## config.mk

```make
export PLATFORM = sky130hd
export DESIGN_NAME = do_change_rx_ctrl
export DESIGN_NICKNAME = d
export VERILOG_FILES = /design/src/rtl/do_change_rx_ctrl_pkg.sv /design/src/rtl/do_change_best_sel.sv /design/src/rtl/do_change_rx_ctrl.sv
export SDC_FILE = /design/constraint.sdc
export NUM_CORES = 1
export LEC_CHECK = 0
export ABC_AREA = 0
export CAP_MARGIN = 10
export CORE_AREA = 5 5 279 281
export CTS_CLUSTER_SIZE = 8
export DETAILED_ROUTE_END_ITERATION = 8
export DIE_AREA = 0 0 284 286
export PLACE_DENSITY = 0.67
export SETUP_SLACK_MARGIN = 0.05
export SLEW_MARGIN = 20
export SYNTH_ARGS = -nofsm -noshare
export SYNTH_HDL_FRONTEND = slang
export SYNTH_HIERARCHICAL = 1
export SYNTH_SLANG_ARGS = --single-unit
export TNS_END_PERCENT = 30
```

## constraint.sdc

```tcl
create_clock -name clk -period 5 [get_ports clk]
set_clock_uncertainty 0.2 [all_clocks]
set_input_delay 0.75 -clock clk [delete_from_list [all_inputs] [get_ports clk]]
set_output_delay 0.75 -clock clk [all_outputs]
set_load 0.01 [all_outputs]
```

## src/rtl/do_change_rx_ctrl_pkg.sv

```systemverilog
// Shared definitions for the DoViewChange receive controller:
// default sizing, derived index/count widths and the FSM state encoding.
package do_change_rx_ctrl_pkg;

    localparam int NUM_REPLICAS_DEF = 8;
    localparam int VIEW_W_DEF       = 64;
    localparam int OP_W_DEF         = 64;
    localparam int REPLICA_W_DEF    = $clog2(NUM_REPLICAS_DEF);
    localparam int CNT_W_DEF        = $clog2(NUM_REPLICAS_DEF + 1);

    typedef enum logic [2:0] {
        ST_IDLE,
        ST_WAIT_META,
        ST_CHECK,
        ST_STORE_LOG,
        ST_DRAIN,
        ST_QUORUM
    } state_e;

endpackage

```

## src/rtl/do_change_best_sel.sv

```systemverilog
// Vote bookkeeping for one DoViewChange collection round: decides whether the
// registered message is accepted (right view, valid index, new sender) and
// whether its log beats the current best, and holds the seen bitmap, vote
// count and best lnv/op/commit registers.
module do_change_best_sel
    import do_change_rx_ctrl_pkg::*;
#(
    parameter  int NUM_REPLICAS = NUM_REPLICAS_DEF,
    parameter  int VIEW_W       = VIEW_W_DEF,
    parameter  int OP_W         = OP_W_DEF,
    localparam int REPLICA_W    = $clog2(NUM_REPLICAS),
    localparam int CNT_W        = $clog2(NUM_REPLICAS + 1)
) (
    input  logic                 clk,
    input  logic                 rst,
    input  logic                 init_i,
    input  logic                 eval_i,
    input  logic [REPLICA_W-1:0] self_idx_i,
    input  logic [VIEW_W-1:0]    self_lnv_i,
    input  logic [OP_W-1:0]      self_op_i,
    input  logic [OP_W-1:0]      self_commit_i,
    input  logic [VIEW_W-1:0]    round_view_i,
    input  logic [VIEW_W-1:0]    meta_view_i,
    input  logic [VIEW_W-1:0]    meta_lnv_i,
    input  logic [OP_W-1:0]      meta_op_i,
    input  logic [OP_W-1:0]      meta_commit_i,
    input  logic [REPLICA_W-1:0] meta_src_idx_i,
    output logic                 accepted_o,
    output logic                 better_o,
    output logic                 dup_o,
    output logic                 view_mis_o,
    output logic [CNT_W-1:0]     count_after_o,
    output logic [CNT_W-1:0]     count_o,
    output logic [OP_W-1:0]      best_op_o,
    output logic [OP_W-1:0]      best_commit_o
);

    // Bitmap spans the full index encoding so out-of-range indices never index past it.
    localparam int SPAN = 1 << REPLICA_W;

    logic [SPAN-1:0]   idx_ok;
    logic [SPAN-1:0]   seen_q, seen_d;
    logic [CNT_W-1:0]  count_q, count_d;
    logic [VIEW_W-1:0] best_lnv_q, best_lnv_d;
    logic [OP_W-1:0]   best_op_q, best_op_d;
    logic [OP_W-1:0]   best_commit_q, best_commit_d;

    for (genvar g = 0; g < SPAN; g++) begin : g_idx_ok
        assign idx_ok[g] = (g < NUM_REPLICAS);
    end

    assign view_mis_o = (meta_view_i != round_view_i);
    assign dup_o      = !view_mis_o && idx_ok[meta_src_idx_i] && seen_q[meta_src_idx_i];
    assign accepted_o = !view_mis_o && idx_ok[meta_src_idx_i] && !seen_q[meta_src_idx_i];
    assign better_o   = accepted_o &&
                        ((meta_lnv_i > best_lnv_q) ||
                         ((meta_lnv_i == best_lnv_q) && (meta_op_i > best_op_q)));

    // Count including the message under evaluation; saturates at the replica count.
    assign count_after_o = (accepted_o && (count_q < CNT_W'(NUM_REPLICAS))) ?
                           count_q + CNT_W'(1) : count_q;

    assign count_o       = count_q;
    assign best_op_o     = best_op_q;
    assign best_commit_o = best_commit_q;

    // Next-state for the round bookkeeping: seeded with own values, then merged per message.
    always_comb begin
        seen_d        = seen_q;
        count_d       = count_q;
        best_lnv_d    = best_lnv_q;
        best_op_d     = best_op_q;
        best_commit_d = best_commit_q;
        if (init_i) begin
            seen_d             = '0;
            seen_d[self_idx_i] = 1'b1;
            count_d            = CNT_W'(1);
            best_lnv_d         = self_lnv_i;
            best_op_d          = self_op_i;
            best_commit_d      = self_commit_i;
        end else if (eval_i) begin
            count_d = count_after_o;
            if (accepted_o) begin
                seen_d[meta_src_idx_i] = 1'b1;
                if (meta_commit_i > best_commit_q) begin
                    best_commit_d = meta_commit_i;
                end
            end
            if (better_o) begin
                best_lnv_d = meta_lnv_i;
                best_op_d  = meta_op_i;
            end
        end
    end

    // Round bookkeeping registers.
    always_ff @(posedge clk) begin
        if (rst) begin
            seen_q        <= '0;
            count_q       <= '0;
            best_lnv_q    <= '0;
            best_op_q     <= '0;
            best_commit_q <= '0;
        end else begin
            seen_q        <= seen_d;
            count_q       <= count_d;
            best_lnv_q    <= best_lnv_d;
            best_op_q     <= best_op_d;
            best_commit_q <= best_commit_d;
        end
    end

endmodule

```

## src/rtl/do_change_rx_ctrl.sv

```systemverilog
// Receive-side DoViewChange control at the incoming leader. Collects votes,
// steers the best log into the log writer, drains the rest, and offers the
// chosen view/op/commit once the quorum is met.
// Optional: define DO_CHANGE_RX_STATS_EN to add drop/round statistics counters.
//
// state     | meaning
// IDLE      | waiting for begin_collect
// WAIT_META | accepting the next DoViewChange metadata
// CHECK     | one-cycle accept/better evaluation of registered metadata
// STORE_LOG | forwarding the best log's beats to the log writer
// DRAIN     | consuming and discarding a non-best log
// QUORUM    | presenting the chosen view/op/commit until taken
module do_change_rx_ctrl
    import do_change_rx_ctrl_pkg::*;
#(
    parameter  int NUM_REPLICAS = NUM_REPLICAS_DEF,
    parameter  int VIEW_W       = VIEW_W_DEF,
    parameter  int OP_W         = OP_W_DEF,
    localparam int REPLICA_W    = $clog2(NUM_REPLICAS),
    localparam int CNT_W        = $clog2(NUM_REPLICAS + 1)
) (
    input  logic                 clk,
    input  logic                 rst,
    input  logic                 begin_collect,
    input  logic [VIEW_W-1:0]    cur_view,
    input  logic [CNT_W-1:0]     quorum_size,
    input  logic [REPLICA_W-1:0] self_idx,
    input  logic [VIEW_W-1:0]    self_lnv,
    input  logic [OP_W-1:0]      self_op,
    input  logic [OP_W-1:0]      self_commit,
    output logic                 collect_rdy,
    input  logic                 udp_do_change_meta_val,
    output logic                 do_change_udp_meta_rdy,
    input  logic [VIEW_W-1:0]    meta_view,
    input  logic [VIEW_W-1:0]    meta_lnv,
    input  logic [OP_W-1:0]      meta_op,
    input  logic [OP_W-1:0]      meta_commit,
    input  logic [REPLICA_W-1:0] meta_src_idx,
    input  logic                 meta_log_empty,
    input  logic                 udp_do_change_data_val,
    input  logic                 udp_do_change_data_last,
    output logic                 do_change_udp_data_rdy,
    output logic                 log_wr_start,
    output logic                 log_wr_data_val,
    output logic                 log_wr_data_last,
    input  logic                 log_wr_data_rdy,
    output logic                 quorum_val,
    input  logic                 quorum_rdy,
    output logic [VIEW_W-1:0]    quorum_view,
    output logic [OP_W-1:0]      quorum_op,
    output logic [OP_W-1:0]      quorum_commit
`ifdef DO_CHANGE_RX_STATS_EN
    ,
    output logic [31:0]          stat_dup_drops,
    output logic [31:0]          stat_view_drops,
    output logic [31:0]          stat_rounds
`endif
);

    state_e                state_q;
    logic [VIEW_W-1:0]     view_q;
    logic [VIEW_W-1:0]     m_view_q;
    logic [VIEW_W-1:0]     m_lnv_q;
    logic [OP_W-1:0]       m_op_q;
    logic [OP_W-1:0]       m_commit_q;
    logic [REPLICA_W-1:0]  m_src_q;
    logic                  m_empty_q;

    logic                  init;
    logic                  eval;
    logic                  accepted;
    logic                  better;
    logic                  dup;
    logic                  view_mis;
    logic [CNT_W-1:0]      count_after;
    logic [CNT_W-1:0]      count;
    logic [OP_W-1:0]       best_op;
    logic [OP_W-1:0]       best_commit;
    logic                  store_last_hs;
    logic                  drain_last_hs;

    assign init = (state_q == ST_IDLE) && begin_collect;
    assign eval = (state_q == ST_CHECK);

    assign store_last_hs = (state_q == ST_STORE_LOG) && udp_do_change_data_val &&
                           log_wr_data_rdy && udp_do_change_data_last;
    assign drain_last_hs = (state_q == ST_DRAIN) && udp_do_change_data_val &&
                           udp_do_change_data_last;

    do_change_best_sel #(
        .NUM_REPLICAS (NUM_REPLICAS),
        .VIEW_W       (VIEW_W),
        .OP_W         (OP_W)
    ) u_best_sel (
        .clk            (clk),
        .rst            (rst),
        .init_i         (init),
        .eval_i         (eval),
        .self_idx_i     (self_idx),
        .self_lnv_i     (self_lnv),
        .self_op_i      (self_op),
        .self_commit_i  (self_commit),
        .round_view_i   (view_q),
        .meta_view_i    (m_view_q),
        .meta_lnv_i     (m_lnv_q),
        .meta_op_i      (m_op_q),
        .meta_commit_i  (m_commit_q),
        .meta_src_idx_i (m_src_q),
        .accepted_o     (accepted),
        .better_o       (better),
        .dup_o          (dup),
        .view_mis_o     (view_mis),
        .count_after_o  (count_after),
        .count_o        (count),
        .best_op_o      (best_op),
        .best_commit_o  (best_commit)
    );

    // Round sequencing; metadata is registered so CHECK compares stable values.
    always_ff @(posedge clk) begin
        if (rst) begin
            state_q    <= ST_IDLE;
            view_q     <= '0;
            m_view_q   <= '0;
            m_lnv_q    <= '0;
            m_op_q     <= '0;
            m_commit_q <= '0;
            m_src_q    <= '0;
            m_empty_q  <= 1'b0;
        end else begin
            case (state_q)
                ST_IDLE: begin
                    if (begin_collect) begin
                        view_q  <= cur_view;
                        state_q <= (quorum_size <= CNT_W'(1)) ? ST_QUORUM : ST_WAIT_META;
                    end
                end
                ST_WAIT_META: begin
                    if (udp_do_change_meta_val) begin
                        m_view_q   <= meta_view;
                        m_lnv_q    <= meta_lnv;
                        m_op_q     <= meta_op;
                        m_commit_q <= meta_commit;
                        m_src_q    <= meta_src_idx;
                        m_empty_q  <= meta_log_empty;
                        state_q    <= ST_CHECK;
                    end
                end
                ST_CHECK: begin
                    if (!m_empty_q) begin
                        state_q <= better ? ST_STORE_LOG : ST_DRAIN;
                    end else begin
                        state_q <= (count_after >= quorum_size) ? ST_QUORUM : ST_WAIT_META;
                    end
                end
                ST_STORE_LOG: begin
                    if (store_last_hs) begin
                        state_q <= (count >= quorum_size) ? ST_QUORUM : ST_WAIT_META;
                    end
                end
                ST_DRAIN: begin
                    if (drain_last_hs) begin
                        state_q <= (count >= quorum_size) ? ST_QUORUM : ST_WAIT_META;
                    end
                end
                ST_QUORUM: begin
                    if (quorum_rdy) begin
                        state_q <= ST_IDLE;
                    end
                end
                default: state_q <= ST_IDLE;
            endcase
        end
    end

    assign collect_rdy            = (state_q == ST_IDLE);
    assign do_change_udp_meta_rdy = (state_q == ST_WAIT_META);
    assign do_change_udp_data_rdy = ((state_q == ST_STORE_LOG) && log_wr_data_rdy) ||
                                    (state_q == ST_DRAIN);
    assign log_wr_start           = eval && better;
    assign log_wr_data_val        = (state_q == ST_STORE_LOG) && udp_do_change_data_val;
    assign log_wr_data_last       = (state_q == ST_STORE_LOG) && udp_do_change_data_last;
    assign quorum_val             = (state_q == ST_QUORUM);
    assign quorum_view            = view_q;
    assign quorum_op              = best_op;
    assign quorum_commit          = best_commit;

`ifdef DO_CHANGE_RX_STATS_EN
    logic [31:0] stat_dup_q;
    logic [31:0] stat_view_q;
    logic [31:0] stat_rounds_q;
    logic        unused_accepted;

    assign unused_accepted = accepted;

    // Drop and round counters; wrap naturally, cleared only by rst.
    always_ff @(posedge clk) begin
        if (rst) begin
            stat_dup_q    <= '0;
            stat_view_q   <= '0;
            stat_rounds_q <= '0;
        end else begin
            if (eval && dup) begin
                stat_dup_q <= stat_dup_q + 32'd1;
            end
            if (eval && view_mis) begin
                stat_view_q <= stat_view_q + 32'd1;
            end
            if ((state_q == ST_QUORUM) && quorum_rdy) begin
                stat_rounds_q <= stat_rounds_q + 32'd1;
            end
        end
    end

    assign stat_dup_drops  = stat_dup_q;
    assign stat_view_drops = stat_view_q;
    assign stat_rounds     = stat_rounds_q;
`else
    logic unused_stats;
    assign unused_stats = ^{dup, view_mis, accepted};
`endif

endmodule

```

# Word-level counts from Yosys, hierarchy flattened
# Memory sizes are Yosys's and may differ from the RTL's. A register that Yosys moved wholly into a read port is not among the register bits.
# Index checks and enable logic that the tools add are counted.
# word_totals
ff_bits,531
rom_bits,8
in_bits,531
wordCells,108
n_memories,1
# classes
n_addsub,1
n_lt_le_gt_ge,11
n_eq_ne,12
n_mux,36
n_bitwise,1
n_reduce_logical,32
# mem_list
name,words,word_bits,read_ports,rd_clocked_by_memory_dff,wr,line,text
(name not given),8,1,1,1,0,do_change_best_sel.sv:53,assign dup_o = !view_mis_o && idx_ok[meta_src_idx_i] && seen_q[meta_src_idx_i];
# ops
op,count
$mux W64,10
$gt A64 B64 Y1,3
$eq A64 B64 Y1,1
$ne A64 B64 Y1,1
$mux W3,12
$mux W8,3
$pmux W3 S6,1
$logic_and A1 B1 Y1,16
$ge A4 B4 Y1,2
$lt A3 B4 Y1 const B,2
$ne A2 B2 Y1 const B,4
$or A8 B8 Y8,1
$reduce_and A2 Y1,4
$reduce_bool A2 Y1,4
$demux W1 S3,2
$eq A3 B2 Y1 const B,2
$eq A3 B3 Y1 const B,2
$ge A3 B1 Y1 const B,2
$mux W1,6
$reduce_and A5 Y1,1
$add A4 B1 Y4 const B,1
$le A4 B1 Y1 const B,1
$lt A4 B4 Y1 const B,1
$mux W4,1
other kinds (8),10

# Logic depth before layout (Yosys ltp)
# Gate-level depths: netlist of run 1.
# depth
word_depth,10
ltp_mapped,13
depth_no_buf,13

# Hierarchy
# The synthesis of run 1 kept the hierarchy.
# modules_own_cells
module,instances,cells_each,area_each_um2
do_change_best_sel,1,1843,16324.4
do_change_rx_ctrl,1,1474,11678.7

# Worst setup path before layout of run 1
# No wires, ideal clock.
# synth_path
path_type,register to output
start,"reg u_best_sel.best_op_q[61], in the netlist u_best_sel/best_op_o[61]"
end,out log_wr_start
arrival_time_ps,2756
slack_ps,1294
path_stages_with_launch,11
cell_sequence,dfxtp_1 inv_1 ha_1 nand4_2 or4_1 or4_4 nor3_2 nand2_1 o2111ai_1 and4_2 and2_1
# synth_between
elab_chain_len,5
# synth_rtl
item,line,text
from (decl),do_change_best_sel.sv:45,"logic [OP_W-1:0] best_op_q, best_op_d;"
from (signal assigned),do_change_best_sel.sv:108,best_op_q <= best_op_d;
$gt A64 B64 Y1,do_change_best_sel.sv:57,((meta_lnv_i == best_lnv_q) && (meta_op_i > best_op_q)));
$logic_and A1 B1 Y1,do_change_best_sel.sv:57,
$logic_or A1 B1 Y1,do_change_best_sel.sv:56,((meta_lnv_i > best_lnv_q) ||
$logic_and A1 B1 Y1,do_change_best_sel.sv:55,assign better_o = accepted_o &&
via better,do_change_rx_ctrl.sv:72,logic better;
$logic_and A1 B1 Y1,do_change_rx_ctrl.sv:180,assign log_wr_start = eval && better;
to (decl),do_change_rx_ctrl.sv:43,"output logic log_wr_start,"
# The timed path passes the listed nets, and every way through them passes these cells.

# Final worst setup path of run 1
# layout_path
start,"reg u_best_sel.best_op_q[59], in the netlist u_best_sel/best_op_o[59]"
end,out log_wr_start
# The elaborated chain is that of the path after synthesis.

==> results of run 1 <==
[routing by layer]
layer	share of wire [%]	track usage (%)	vias to the layer above
met3	6.8	5.761	146
met5	0.12	0	-
li1	-	-	12460
met2	48	38.67	673
met1	42	27.99	11710
met4	2.6	7.636	18
[path summary, 6_finish.rpt]
check	startpoint	end	slack (ps)	cells past startpoint
worst max-delay path	u_best_sel/best_op_o[59]$_SDFFE_PP0P_	log_wr_start	320	11
worst min-delay path	m_view_q[9]$_SDFFE_PP0P_	m_view_q[9]$_SDFFE_PP0P_	260	2
worst max register to register	u_best_sel/best_op_o[59]$_SDFFE_PP0P_	u_best_sel/best_op_o[10]$_SDFFE_PP0P_	850	11
worst min register to register	m_view_q[9]$_SDFFE_PP0P_	m_view_q[9]$_SDFFE_PP0P_	260	2
[critical path, cell delays in order, from the launching register on]
cell       delay, ps
dfxtp_1          340
inv_1             60
ha_1             310
nand4_1          130
or4_1            570
or4_4            590
nor3_2           220
nand2_1           90
o2111ai_1        180
and4_4           330
and2_1           140
clkbuf_2         170
[repair_timing]
action / CTS / global route
gates resized for setup: 2 / 2
setup buffers: 1 / 0
setup endpoints to repair: 1 / 1
pin swaps: 1 / 0
[placed cells by master, fill, tap and decap left out, drive strengths merged, types with 6 or more instances in the layout]
cell type and instances:
nor2 351, buf 34, inv 210, nand2 699, ha 201, mux2i 195
o211ai 6, a211oi 85, a31oi 7, xnor2 65, a21oi 395, nand4 59
nor3 18, dfxtp 531, nor4 14, mux2 129, nand3 20, clkbuf 83
diode 23, clkdlybuf4s50 727, a21o 20, nand2b 7, o21ai 32
[power breakdown]
part / internal (mW) / switching (mW) / leakage [nW] / total, mW
logic: 3.05 / 3.77 / 9.18 / 6.82
clock network: 2.72 / 1.88 / 0.983 / 4.61
registers: 4.98 / 0.574 / 4.33 / 5.56
total: 10.8 / 6.23 / 14.5 / 17.0
[per-stage QoR]
step | power, mW | hold slack, ps
2_1_floorplan | 10.02 | 248.7
3_3_place_gp | 12.40 | 256.1
3_5_place_dp | 12.47 | 260.0
4_1_cts | 17.17 | 266.4
5_1_grt | 18.06 | 283.3
6_report | 16.99 | 264.3
[registers in the layout, indices dropped and copies added (netlist names)]
signal                    count
m_commit_q                   64
m_empty_q                     1
m_lnv_q                      64
m_op_q                       64
m_src_q                       3
m_view_q                     64
quorum_view                  64
state_q                       3
u_best_sel/best_commit_o     64
u_best_sel/best_lnv_q        64
u_best_sel/best_op_o         64
u_best_sel/count_o            4
u_best_sel/seen_q             8
[area by class of cell]
| cell class | count | area [um2] |
|---|---|---|
| multi-input combinational | 2378 | 15200 |
| fill | 7199 | 37560 |
| timing repair buffer | 762 | 7720 |
| clock inverter | 4 | 61.31 |
| inverter | 208 | 790.8 |
| antenna | 23 | 57.56 |
| tap | 978 | 1224 |
| clock buffer | 82 | 1946 |
| sequential | 531 | 10630 |
==> results.ini, run 1 <==
[status]
status = finished, final reports clean

[hold_path]
hold_path.class = flop to flop

[sta]
rsz0062_at_grt = no
max_clock_freq_ghz = 0.2137
hold_violations = 0
worst_slack_ps = 319.8
fin_setup_tns_ps = 0
setup_viol = 0
period_needed_ps = 4680
slew_headroom_pct = 41.62
max_slew.worst_pin.slew_ps = 875.7
fin_crit_sh_pct = 93.60
slew_violations = 0

[drt]
wire_per_inst_um = 19.62
detail-route-antenna-nets = 0
drc = 0
vias = 25000
drt-total-wl_um = 97430
viasPerCell = 5.034
drt_pre_antenna_iters = 5
drt_iter0_drc = 1455

[clocking]
numCtsBuffers = 76
cts_hold_buf = 0
insertion_delay_ps = 610
clock-sinks = 531
clk_pin_slew_worst_paths_ps = 50
cts_max_path_buffers = 3
htreeDepth = 3
cts_root_buf = clkbuf_16
tritoncts = built

[global_routing]
grt_antenna_before_repair = 36
grt_pass1_vias = 24490
overflow = 0
gr-usage-all-layers_pct = 22.66
grt_pass1_wl_um = 145300
grt_max_degree = 126

[logic_synthesis]
synthesis.instances = 3316
syn_area_um2 = 28000
yosysWarnings = 6
syn_nets = 4048
avgSynthCellArea_um2 = 8.444

[floorplan]
core_area_um2 = 75190
die_h_um = 286
fp.dieW_um = 284
num_rows = 101
io_pins = 730
die_area_um2 = 81220
start_util_pct = 37.24

[placement]
portBuffers = 729
placed_area_um2 = 35560
dp_slack_ps = 419.7
dp.cells = 4856
gp_congestion = 0.8624
dp_hpwl_um = 71520

[power_and_ir_drop]
peakVddDrop_v = 0.0002655
power.density_nw_per_um2 = 451.4
leakagePower_nw = 14.49

[critical_path]
cp.required_ps = 4050
crit_type = flop to primary output
arrival_ps = 3730
critPathMaxFanout = 3
cp-start-kind = flop
end_kind = primary output

[finish]
layout-drive-gt1-share_pct = 6.129
areaGrowthSynthToFinish_pct = 34.40
fin_util_pct = 50.05
nNetsFinal = 4689
fin_cells = 4966
fin_area_um2 = 37630

[flow_run]
cap_violations = 0

(Power assumes the default switching activity.)
==> run 2, diff against run 1 <==
--- a/config.mk
+++ b/config.mk
@@ -5,12 +5,13 @@
 export SDC_FILE = /design/constraint.sdc
 export NUM_CORES = 1
 export LEC_CHECK = 0
-export ABC_AREA = 0
+export ABC_AREA = 1
 export CAP_MARGIN = 10
-export CORE_AREA = 5 5 279 281
+export CORE_AREA = 5 5 280 282
 export CTS_CLUSTER_SIZE = 8
 export DETAILED_ROUTE_END_ITERATION = 8
-export DIE_AREA = 0 0 284 286
+export DIE_AREA = 0 0 285 287
+export HOLD_SLACK_MARGIN = 0.15
 export PLACE_DENSITY = 0.67
 export SETUP_SLACK_MARGIN = 0.05
 export SLEW_MARGIN = 20
==> run 2 against run 1 <==
Effect of this change:
- setup slack improved by 22 ps
- combinational power is 34% higher
- synthesized cell count grew 26%
- final area rose by 0.53%
- global-route usage is 1.4 points higher
- sequential cell count unchanged
- via count is 14% higher
- cell count grew 17%
- non-clock buffer count down 1
==> results.ini, run 2 <==
[status]
status = finished, final reports clean

[placement]
gp_congestion = 0.9310
dp_slack_ps = 668.9
dp.cells = 5681
dp_hpwl_um = 73690
portBuffers = 729

[drt]
detail-route-antenna-nets = 0
viasPerCell = 4.929
drt_pre_antenna_iters = 5
drc = 0
wire_per_inst_um = 18.03
drt-total-wl_um = 104400
vias = 28550
drt_iter0_drc = 1978

[finish]
fill_cells = 7506
final_cell_mix = 995 x nor2_1, 934 x nand2_1, 729 x clkdlybuf4s50_1
layout_commonest_cell = nor2_1
nNetsFinal = 5513
areaGrowthSynthToFinish_pct = 34.27
layout-drive-gt1-share_pct = 2.944
fin_cells = 5792

[critical_path]
cpMostUsedCell = nand2_1
path_buf_inv = 3
critPathMaxFanout = 3
cp_top_family = simple AND/OR/NAND/NOR gates
end_kind = primary output
cp-start-kind = flop
cp.required_ps = 4050
max_stage_delay_ps = 640
crit_chain = inv_1 -> ha_1 -> nand2_1 -> nor4_1 -> nand2_1 -> nor2_1 -> nand2_1 -> nand2_1 -> nand2_1 -> nand2_1 -> and2_1 -> inv_1 -> nor2_1 -> clkdlybuf4s50_1
arrival_ps = 3710
crit_type = flop to primary output
slowest_stage = clkdlybuf4s50_1

[sta]
slew_violations = 0
fin_setup_tns_ps = 0
rsz0062_at_grt = no
period_needed_ps = 4658
hold_violations = 0
whs_ps = 289.6
fin_crit_sh_pct = 93.16
max_slew.worst_pin.slew_ps = 1091
worst_slack_ps = 342.0
setup_viol = 0
max_clock_freq_ghz = 0.2147
slew_headroom_pct = 27.27

[logic_synthesis]
syn_area_um2 = 28170
synthesis.instances = 4183
syn_nets = 4915
yosysWarnings = 6
avgSynthCellArea_um2 = 6.735

[floorplan]
core_area_um2 = 75440
io_pins = 730
die_h_um = 287
start_util_pct = 37.35
die_area_um2 = 81800
fp.dieW_um = 285
num_rows = 101

[clocking]
htreeDepth = 3
cts_max_path_buffers = 3
insertion_delay_ps = 600
numCtsBuffers = 76
clock-sinks = 531
postCtsSetupRepairBufs = 0
clk_pin_slew_worst_paths_ps = 50
cts_root_buf = clkbuf_16
tritoncts = built
cts_hold_buf = 0

[power_and_ir_drop]
switching_share_pct = 40.80
combPwrFrac_pct = 45.3
finalPower_mw = 20.12
power.density_nw_per_um2 = 531.9
peakVddDrop_v = 0.0003499
p_sw_mw = 8.210
p_int_mw = 11.91
leakagePower_nw = 17.62
seqPwrFrac_pct = 31.5
clkPwrFrac_pct = 23.2

[global_routing]
overflow = 0
gr-usage-all-layers_pct = 24.10
grt_antenna_before_repair = 34
grt_pass1_vias = 27360
grt_max_degree = 208
grt_pass1_wl_um = 158000

[hold_path]
hold_path.class = flop to flop

[flow_run]
cap_violations = 0

## run 2: path summary, 6_finish.rpt
kind / from / to / slack [ps] / cells after the start
max: u_best_sel/best_op_o[55]$_SDFFE_PP0P_ / log_wr_start / 340 / 14
min: u_best_sel/seen_q[3]$_SDFFE_PP0P_ / u_best_sel/seen_q[3]$_SDFFE_PP0P_ / 290 / 2
max reg2reg: u_best_sel/best_lnv_q[15]$_SDFFE_PP0P_ / u_best_sel/best_op_o[39]$_SDFFE_PP0P_ / 1170 / 12
min reg2reg: u_best_sel/seen_q[3]$_SDFFE_PP0P_ / u_best_sel/seen_q[3]$_SDFFE_PP0P_ / 290 / 2
## run 2: what timing repair did
action | CTS | global route
gates resized for setup | 1 | 0
endpoints found under the hold margin | 0 | 0
setup endpoints to repair | 1 | 0
## run 2: worst reg2reg max path, stage by stage (launching register included)
cell,delay [ps]
dfxtp_1,300
inv_1,50
ha_1,280
nand2_1,70
nor2_1,360
nand4_1,220
nor4b_2,600
nand2_1,210
nand3_4,510
buf_4,610
nand3_1,140
nand2_1,100
nor2_1,50
## run 2: power groups by stage
| stage | Sequential [mW] | Combinational [mW] | Clock, mW |
|---|---|---|---|
| 2_1_floorplan | 6.39 | 5.79 | 0 |
| 6_report | 6.34 | 9.11 | 4.68 |
| 3_5_place_dp | 6.39 | 9.03 | 0 |
| 3_3_place_gp | 6.36 | 8.93 | 0 |
| 4_1_cts | 6.33 | 9.10 | 4.77 |
| 5_1_grt | 6.47 | 10.2 | 4.94 |
## run 2: stage by stage
stage / util (%) / area [um2]
after floorplan: - / 28170
after global placement: 47.36 / 35730
after detailed placement: 47.36 / 35730
after CTS: 50.06 / 37770
after global routing: 50.13 / 37820
final: 50.14 / 37830
## run 2: area by class of cell
| cell class | count | area (um2) | share of cell area (%) |
|---|---|---|---|
| repair buffers | 761 | 7650 | 20.22 |
| clock buffers | 82 | 1977 | 5.226 |
| flip-flops and latches | 531 | 10630 | 28.10 |
| well taps | 978 | 1224 | 3.235 |
| inverters | 298 | 1149 | 3.036 |
| clock inverters | 4 | 53.80 | 0.1422 |
| multi-input cells | 3113 | 15080 | 39.87 |
| diodes | 25 | 62.56 | 0.1654 |
## run 2: layer usage
layer	GRT usage, %	wire length (um)
met5	0	119
met4	9.218	3607
met3	5.630	7423
met2	40.39	49580
met1	30.24	43710
